## config.mk

```make
export PLATFORM = sky130hd
export DESIGN_NAME = pmu_ctrl_flat
export DESIGN_NICKNAME = d
export VERILOG_FILES = /design/src/rtl/pmu_ctrl_if.sv /design/src/rtl/pmu_ctrl.sv /design/src/flat_wrapper.sv
export SDC_FILE = /design/constraint.sdc
export NUM_CORES = 1
export LEC_CHECK = 0
export BUFFER_PORTS_ARGS = -buffer_cell sky130_fd_sc_hd__buf_2
export CORE_UTILIZATION = 44
export CTS_CLUSTER_SIZE = 14
export DETAILED_ROUTE_END_ITERATION = 16
export GPL_TIMING_DRIVEN = 0
export PLACE_DENSITY = 0.68
export SYNTH_ARGS = -nofsm -noshare
export SYNTH_HDL_FRONTEND = slang
export SYNTH_SLANG_ARGS = --single-unit
```

## constraint.sdc

```tcl
create_clock -name clk -period 17 [get_ports clk]
set_clock_uncertainty 0.05 [all_clocks]
set_input_delay 1.7 -clock clk [delete_from_list [all_inputs] [get_ports clk]]
set_output_delay 1.7 -clock clk [all_outputs]
set_load 0.03 [all_outputs]
```

## src/rtl/pmu_ctrl_if.sv

```systemverilog
// Pin-side bundle of the PMU: serial frame in, pass-through and committed key/power state out.
// master drives the serial frame, slave is the PMU.
interface pmu_ctrl_if #(
  parameter int AES_DATA_WIDTH = 128
);
  logic                        data_i;
  logic                        en;
  logic                        pwr_up_en;
  logic                        tdo;
  logic [2*AES_DATA_WIDTH-1:0] key_o;
  logic                        key_256_o;

  modport master (
    output data_i, en,
    input  pwr_up_en, tdo, key_o, key_256_o
  );

  modport slave (
    input  data_i, en,
    output pwr_up_en, tdo, key_o, key_256_o
  );
endinterface

```

## src/rtl/pmu_ctrl.sv

```systemverilog
// Power management unit: deserialises a header plus AES key frame, commits the key,
// then holds power-up off for the downstream key-expansion latency.
module pmu_ctrl #(
  parameter int HEADER_WIDTH   = 32,
  parameter int AES_DATA_WIDTH = 128,
  parameter int AES_LATENCY    = 10
) (
  input  logic       clk,
  input  logic       rst,
  pmu_ctrl_if.slave  bus
);

  localparam int KEY_W  = 2 * AES_DATA_WIDTH;
  localparam int CNT_W  = $clog2(KEY_W);
  localparam int HIDX_W = $clog2(HEADER_WIDTH);
  localparam logic [7:0] MAGIC = 8'hA5;

  typedef enum logic [2:0] {
    S_IDLE, S_HDR, S_PAYLOAD, S_EXPAND, S_DONE, S_ERR
  } state_e;

  typedef enum logic [1:0] {
    CMD_NOP, CMD_LOAD_128, CMD_LOAD_256, CMD_PWR_DOWN
  } cmd_e;

  state_e             state_q, state_d;
  logic [CNT_W-1:0]   cnt_q, cnt_d;
  logic [HEADER_WIDTH-1:0] hdr_q, hdr_d, hdr_cur;
  logic [KEY_W-1:0]   shadow_q, shadow_d, shadow_cur;
  logic [KEY_W-1:0]   key_q, key_d;
  logic               is256_q, is256_d;
  logic               key256_q, key256_d;
  logic               pwr_q, pwr_d;
  logic               tdo_q, tdo_d;
  logic [CNT_W-1:0]   last_idx;
  cmd_e               cmd;

  // Incoming bit merged into the capture registers, so decode and commit see the final bit.
  always_comb begin
    // NOTE: every always_comb output gets a default first so no path can infer a latch.
    hdr_cur                     = hdr_q;
    hdr_cur[cnt_q[HIDX_W-1:0]]  = bus.data_i;
    shadow_cur                  = shadow_q;
    shadow_cur[cnt_q]           = bus.data_i;
    cmd                         = cmd_e'(hdr_cur[1:0]);
    last_idx = is256_q ? CNT_W'(KEY_W - 1) : CNT_W'(AES_DATA_WIDTH - 1);
  end

  always_comb begin
    state_d  = state_q;
    cnt_d    = cnt_q;
    hdr_d    = hdr_q;
    shadow_d = shadow_q;
    is256_d  = is256_q;
    key_d    = key_q;
    key256_d = key256_q;
    pwr_d    = pwr_q;
    tdo_d    = bus.en & bus.data_i;

    unique case (state_q)
      S_IDLE: begin
        if (bus.en) begin
          state_d = S_HDR;
          cnt_d   = '0;
        end
      end

      S_HDR: begin
        if (!bus.en) begin
          state_d = S_IDLE;
        end else begin
          hdr_d = hdr_cur;
          cnt_d = cnt_q + 1'b1;
          if (cnt_q == CNT_W'(HEADER_WIDTH - 1)) begin
            cnt_d = '0;
            if (hdr_cur[HEADER_WIDTH-1 -: 8] != MAGIC) begin
              state_d = S_ERR;
            end else begin
              unique case (cmd)
                CMD_NOP: state_d = S_DONE;
                CMD_PWR_DOWN: begin
                  key_d    = '0;
                  key256_d = 1'b0;
                  pwr_d    = 1'b0;
                  state_d  = S_DONE;
                end
                CMD_LOAD_128, CMD_LOAD_256: begin
                  // Clearing here keeps the upper half zero for 128-bit keys and drops any aborted shadow.
                  shadow_d = '0;
                  is256_d  = (cmd == CMD_LOAD_256);
                  state_d  = S_PAYLOAD;
                end
                default: state_d = S_ERR;
              endcase
            end
          end
        end
      end

      S_PAYLOAD: begin
        if (!bus.en) begin
          state_d = S_IDLE;
        end else begin
          shadow_d = shadow_cur;
          cnt_d    = cnt_q + 1'b1;
          if (cnt_q == last_idx) begin
            key_d    = shadow_cur;
            key256_d = is256_q;
            pwr_d    = 1'b0;
            cnt_d    = '0;
            state_d  = S_EXPAND;
          end
        end
      end

      S_EXPAND: begin
        cnt_d = cnt_q + 1'b1;
        if (cnt_q == CNT_W'(AES_LATENCY - 1)) begin
          pwr_d   = 1'b1;
          cnt_d   = '0;
          state_d = bus.en ? S_DONE : S_IDLE;
        end
      end

      S_DONE, S_ERR: begin
        if (!bus.en) state_d = S_IDLE;
      end

      default: state_d = S_IDLE;
    endcase
  end

  // NOTE: sequential state uses non-blocking assignments so every register samples pre-edge values.
  always_ff @(posedge clk) begin
    if (rst) begin
      state_q  <= S_IDLE;
      cnt_q    <= '0;
      is256_q  <= 1'b0;
      key_q    <= '0;
      key256_q <= 1'b0;
      pwr_q    <= 1'b0;
      tdo_q    <= 1'b0;
    end else begin
      state_q  <= state_d;
      cnt_q    <= cnt_d;
      is256_q  <= is256_d;
      key_q    <= key_d;
      key256_q <= key256_d;
      pwr_q    <= pwr_d;
      tdo_q    <= tdo_d;
    end
  end

  // NOTE: capture registers carry no reset; they are overwritten or cleared before any use.
  always_ff @(posedge clk) begin
    hdr_q    <= hdr_d;
    shadow_q <= shadow_d;
  end

  assign bus.pwr_up_en = pwr_q;
  assign bus.tdo       = tdo_q;
  assign bus.key_o     = key_q;
  assign bus.key_256_o = key256_q;

endmodule

```

## src/flat_wrapper.sv

```systemverilog
// flat-port wrapper written by rule: the top's interface ports become plain ports
module pmu_ctrl_flat 
#(
  parameter int HEADER_WIDTH   = 32,
  parameter int AES_DATA_WIDTH = 128,
  parameter int AES_LATENCY    = 10
)
  (clk, rst, bus_data_i, bus_en, bus_pwr_up_en, bus_tdo, bus_key_o, bus_key_256_o);
  pmu_ctrl_if #(.AES_DATA_WIDTH(AES_DATA_WIDTH)) bus_i ();
  input  logic clk;
  input  logic rst;
  input wire logic [$bits(bus_i.data_i)-1:0] bus_data_i;
  input wire logic [$bits(bus_i.en)-1:0] bus_en;
  output wire logic [$bits(bus_i.pwr_up_en)-1:0] bus_pwr_up_en;
  output wire logic [$bits(bus_i.tdo)-1:0] bus_tdo;
  output wire logic [$bits(bus_i.key_o)-1:0] bus_key_o;
  output wire logic [$bits(bus_i.key_256_o)-1:0] bus_key_256_o;
  assign bus_i.data_i = bus_data_i;
  assign bus_i.en = bus_en;
  assign bus_pwr_up_en = bus_i.pwr_up_en;
  assign bus_tdo = bus_i.tdo;
  assign bus_key_o = bus_i.key_o;
  assign bus_key_256_o = bus_i.key_256_o;
  pmu_ctrl #(.HEADER_WIDTH(HEADER_WIDTH), .AES_DATA_WIDTH(AES_DATA_WIDTH), .AES_LATENCY(AES_LATENCY)) u_core (.clk(clk), .rst(rst), .bus(bus_i));
endmodule
```

* Word level (Yosys, flattened, before mapping)
Cells that the tools add are included.
Word-level totals: register bits 559, RAM bits 0, memory bits (read-only) 0, memories 0, bits in latches 0, logic and storage cells 106
Operators by class: div/mod/pow operators 0, mux-type cells 49, shift-type cells 0, order comparisons 4, equality and inequality tests 24, reduce and logical (&&, ||, !) cells 17, $mul 0, add/subtract/negate cells 1, bitwise logic cells 2
Operator list (number):
- two-way mux 256 bit | 11
- case mux 256 bit (2 select lines) | 2
- bitwise mux 256 bit | 1
- two-way mux 8 bit | 7
- bitwise mux 32 bit | 1
- case mux 8 bit (4 select lines) | 1
- two-way mux 3 bit | 9
- case mux 3 bit (5 select lines) | 1
- two-way mux 1 bit | 11
- inequality test 2 x 1 -> 1 bit (second input constant) | 5
- inequality test 2 bit (second input constant) | 5
- AND reduction 5 bit | 2
- < comparator 8 x 9 -> 1 bit (second input constant) | 1
- adder 8 x 1 -> 8 bit (second input constant) | 1
- demux 1 bit (select 8 bit) | 1
- equality test 8 x 4 -> 1 bit (second input constant) | 1
- equality test 8 x 5 -> 1 bit (second input constant) | 1
- equality test 8 bit | 1
- >= comparator 8 x 1 -> 1 bit (second input constant) | 1
- inequality test 8 bit (second input constant) | 1
- AND reduction 8 bit | 1
- AND reduction 7 bit | 1
- equality test 3 x 2 -> 1 bit (second input constant) | 2
- equality test 3 bit (second input constant) | 2
- 22 further kinds | 27

* Logic depth before layout (Yosys ltp)
depth in word-level cells 12, gate-level depth with buffers 15, gate-level depth less buffers 10

* Worst setup path after synthesis
OpenSTA, ideal clock, no wires.
path kind input to register, from input bus_data_i, to register u_core.shadow_q[0] (enable), arrival time 15.854 ns, setup time 0.960 ns, buffers on the path 3, cell stages on the path 9, setup slack 0.135 ns, cells stage by stage clkbuf_1 > clkbuf_1 > buf_1 > inv_1 > o31ai_1 > ha_1 > and3b_1 > nand2_1 > a21oi_1
Between the ends: longest elaborated chain between the ends 5
Ends and longest elaborated chain:
- from (decl) | RTL line flat_wrapper.sv:12 | input wire logic [$bits(bus_i.data_i)-1:0] bus_data_i;
- bitwise mux 32 bit * | RTL line pmu_ctrl.sv:42 | hdr_cur[cnt_q[HIDX_W-1:0]] = bus.data_i;
- net u_core.hdr_cur[1] | RTL line pmu_ctrl.sv:28 | logic [HEADER_WIDTH-1:0] hdr_q, hdr_d, hdr_cur;
- equality test 2 x 1 -> 1 bit or equality test 2 bit (tied branches) | RTL line pmu_ctrl.sv:79 | unique case (cmd)
- OR reduction 2 bit * | RTL line pmu_ctrl.sv:79
- inequality test 2 x 1 -> 1 bit (no line) *
- AND reduction 6 bit (no line) *
- to (signal assigned) | RTL line pmu_ctrl.sv:157 | shadow_q <= shadow_d;
- to (decl) | RTL line pmu_ctrl.sv:29 | logic [KEY_W-1:0] shadow_q, shadow_d, shadow_cur;
Mark *: on every way through the listed nets, which the timed path passes. The rest lies on a longest branch. A chain may end at the register's enable or synchronous reset.

* Worst setup path in the final report
from input bus_data_i, to register u_core.shadow_q[193] (enable)
The elaborated chain is that of the path after synthesis.

==> results.py <==
metrics = {
    "final_layout": {
        "fill_cell_count": 4830,
        "layout-drive-gt1-share_pct": 16.1,
        "number_of_nets_in_the_final_layout": 2921,
        "final_cell_mix": "sky130_fd_sc_hd__nand3_1, sky130_fd_sc_hd__a21oi_1, sky130_fd_sc_hd__o21ai_0",
        "fin_area_um2": 28100,
        "area_delta_synth_final_pct": 17.7,
        "fin_cells": 3647,
    },
    "yosys": {
        "synth_cells": 2581,
        "synth_async_sr_flop_share_pct": 0,
        "syn_area_um2": 23800,
        "synth_fp_nets": 2591,
        "synthesis.yosys.warnings": 0,
        "synth-edff-count": 266,
        "register_bit_count_reported_by_yosys": 537,
        "synthesized_area_per_cell_um2": 9.23,
        "netlist-cell-type-count": 52,
        "synth-main-ff-cell": "sky130_fd_sc_hd__dfxtp_1",
        "synth_sequential_area_ratio_pct": 56.3,
    },
    "die": {
        "area_of_the_die_um2": 55100,
        "die_w_um": 235,
        "floorplan.initialDensity_pct": 44.9,
        "floorplan.die.height_um": 235,
        "boundaryPins": 263,
        "number_of_placement_rows": 84,
        "core-area_um2": 53100,
    },
    "route": {
        "routed_wirelength_um": 83200,
        "detailedRoute.firstPassIterationCount": 8,
        "number_of_antenna_violating_nets_in_the_routed_design": 0,
        "detail_routed_via_count_per_cell": 6.13,
        "vias_post_dr": 22343,
        "initial_drc_count": 2690,
        "route.detailed.wl_per_inst_um": 22.8,
        "detail_route.drc_violations": 0,
    },
    "clocking": {
        "cts.clk_slew.worst_paths_ns": 0.06,
        "postCtsSetupBuffers": 0,
        "cts_max_path_buffers": 3,
        "cts-buffers-inserted": 56,
        "clk_latency_ns": 0.63,
        "cts.htree.levels": 2,
        "cts.hold.buffers_added": 0,
        "tritoncts_clock_tree": "done",
        "cts-root-buf": "sky130_fd_sc_hd__clkbuf_16",
        "post_cts_resize_count": 0,
        "numClockSinks": 537,
    },
    "worst_setup_path": {
        "worstPathRequired_ns": 17.28,
        "setup.worst_path.end_class": "flop",
        "startpoint_type": "input pin",
        "path_type_of_the_worst_setup_path": "input pin to flop",
        "critical_path_arrival_ns": 6.24,
        "r2r_setup_slack_ns": 11.77,
        "worst-path-max-fanout": 25,
    },
    "placement": {
        "portBuffers": 262,
        "placed_cells": 3541,
        "dp.final_hpwl_um": 57300,
        "placedInstanceArea_um2": 26300,
        "dpl_worst_slack_ns": 10.51,
        "place.gp.congestion": 0.994,
    },
    "power_and_ir_drop": {
        "power_switching_w": 0.00107,
        "p_int_w": 0.00234,
        "switching_part_of_the_total_pct": 31.4,
        "pwr_dens_nw_per_um2": 121,
        "comb_power_share_pct": 19.8,
        "irDropWorstVdd_v": 0.0000807,
        "p_clk_share_pct": 35.9,
        "seq_power_share_pct": 44.3,
        "power.leakage_nw": 9.51,
    },
    "sta": {
        "drv_slew": 0,
        "grt_setup_unrepaired": "no",
        "layout_min_cycle_time_ns": 5.96,
        "finalCritPeriodShare_pct": 35.0,
        "fin_ws_ns": 11.05,
        "setup_viol_count_final": 0,
        "timing.setup.tns_ns": 0,
        "achievable-frequency_mhz": 168,
        "relSlewSlack_pct": 21.2,
        "worstMarginPinSlew_ns": 1.18,
        "finalHoldViolCount": 0,
    },
    "global_routing": {
        "initial_antenna_violation_count": 2,
        "grt_busiest_layer": "met2",
        "grtUsageMet1_pct": 39.9,
        "wire_length_of_the_first_global_routing_pass_um": 124000,
        "grtUsageTotal_pct": 29.1,
        "grt_pass1_vias": 20580,
        "use_met2_pct": 44.9,
        "grt_start_max_net_pins": 31,
        "met3_usage_pct": 6.68,
        "overflow": 0,
    },
    "hold_path": {
        "min_delay_worst_type": "flop to flop",
    },
    "flow_run": {
        "maxCapViolCount": 0,
    },
    "status": {
        "outcome": "completed",
    },
}
==> worst max-delay path, cell delays in order <==
cell and delay, ns:
sky130_fd_sc_hd__buf_2 0.12, sky130_fd_sc_hd__clkbuf_1 0.50, sky130_fd_sc_hd__clkbuf_1 0.38, sky130_fd_sc_hd__buf_1 0.57
sky130_fd_sc_hd__inv_1 0.13, sky130_fd_sc_hd__o31ai_1 0.45, sky130_fd_sc_hd__ha_1 0.33, sky130_fd_sc_hd__and3b_1 0.30
sky130_fd_sc_hd__nand2_1 0.12, sky130_fd_sc_hd__a21oi_4 0.73, sky130_fd_sc_hd__buf_16 0.26, sky130_fd_sc_hd__buf_12 0.21
sky130_fd_sc_hd__buf_12 0.21, sky130_fd_sc_hd__buf_16 0.20
==> cell type report <==
class                   count  area, µm²  share of cell area (%)
repair buffers            272       1550                    5.52
diodes                      2       5.00                  0.0178
clock buffers              88       1690                    6.01
flip-flops and latches    537      13400                    47.8
inverters                  12       45.0                   0.161
clock inverters            16        116                   0.415
well taps                 688        861                    3.07
plain buffers             301       1430                    5.11
multi-input cells        1731       8950                    31.9
==> cells in the mapped netlist, types with 3 or more instances <==
library cell / instances / area (µm²)
sky130_fd_sc_hd__a21oi_1: 519 / 2600
sky130_fd_sc_hd__nand3_1: 518 / 2590
sky130_fd_sc_hd__o21ai_0: 488 / 2440
sky130_fd_sc_hd__dfxtp_1: 271 / 5430
sky130_fd_sc_hd__edfxtp_1: 266 / 7990
sky130_fd_sc_hd__clkbuf_1: 196 / 736
sky130_fd_sc_hd__buf_2: 54 / 270
sky130_fd_sc_hd__nand2_1: 35 / 131
sky130_fd_sc_hd__nor2_1: 35 / 131
sky130_fd_sc_hd__o21ai_1: 26 / 130
sky130_fd_sc_hd__buf_4: 22 / 165
sky130_fd_sc_hd__buf_6: 20 / 225
sky130_fd_sc_hd__and2_0: 12 / 75.1
sky130_fd_sc_hd__inv_1: 12 / 45.0
sky130_fd_sc_hd__nand4_1: 12 / 75.1
sky130_fd_sc_hd__mux2i_1: 9 / 90.1
sky130_fd_sc_hd__nand2b_1: 8 / 50.1
sky130_fd_sc_hd__buf_1: 6 / 22.5
sky130_fd_sc_hd__ha_1: 6 / 75.1
sky130_fd_sc_hd__and3_1: 5 / 31.3
sky130_fd_sc_hd__nor2b_1: 5 / 31.3
sky130_fd_sc_hd__nand4b_1: 4 / 35.0
sky130_fd_sc_hd__nor3_1: 4 / 20.0
sky130_fd_sc_hd__nor3_2: 4 / 40.0
sky130_fd_sc_hd__xnor2_1: 4 / 35.0
sky130_fd_sc_hd__clkbuf_2: 3 / 15.0
sky130_fd_sc_hd__mux2_2: 3 / 33.8
sky130_fd_sc_hd__xor2_1: 3 / 26.3
==> state kept, by name, summed over array words and instances (netlist names) <==
signal                flops
u_core.bus.key_o        256
u_core.cnt_q              8
u_core.is256_q            1
u_core.bus.tdo            1
u_core.shadow_q         256
u_core.bus.key_256_o      1
u_core.hdr_q             10
u_core.state_q            3
u_core.bus.pwr_up_en      1
==> cells by family after synthesis <==
group	share of synthesized area, %
fa+ha+maj	0.315
buf+inv	6.21
flops	56.3
simple gates	14.1
xor+xnor	0.257
mux	0.583
compound gates	22.3
==> per-layer routing <==
layer / wire length, µm / vias up / share of wire, %
met4: 2720 / 2 / 3.3
met2: 37200 / 1302 / 45
li1: - / 10161 / -
met3: 9220 / 182 / 11
met1: 34000 / 10696 / 41
met5: 67 / - / 0.081
==> power by group through the flow <==
| stage | Combinational (W) | Clock [W] | Sequential (W) |
|---|---|---|---|
| after detailed placement | 0.000649 | 0 | 0.00154 |
| after global placement | 0.000606 | 0 | 0.00161 |
| after global routing | 0.000719 | 0.00127 | 0.00152 |
| after CTS | 0.000653 | 0.00122 | 0.00151 |
| final | 0.000673 | 0.00122 | 0.00151 |
| after floorplan | 0.000419 | 0 | 0.00158 |
==> metrics by stage <==
| stage | total power [W] | util, % | hold WS [ns] |
|---|---|---|---|
| 6_report | 0.00341 | 52.9 | 0.421 |
| 5_1_grt | 0.00351 | 52.9 | 0.436 |
| 4_1_cts | 0.00339 | 52.9 | 0.423 |
| 3_5_place_dp | 0.00218 | 49.5 | 0.413 |
| 3_3_place_gp | 0.00221 | 49.0 | 0.410 |
| 2_1_floorplan | 0.00200 | - | 0.427 |
==> path summary, 6_finish.rpt <==
check	to	start	cells past startpoint
worst min-delay path	u_core.bus.key_o[71]	u_core.bus.key_o[71]	2
worst max-delay path	u_core.shadow_q[193]	bus_data_i	14
worst min register to register	u_core.bus.key_o[71]	u_core.bus.key_o[71]	2
worst max register to register	u_core.shadow_q[193]	u_core.cnt_q[0]	15
Power figures use the tool's default switching activity.
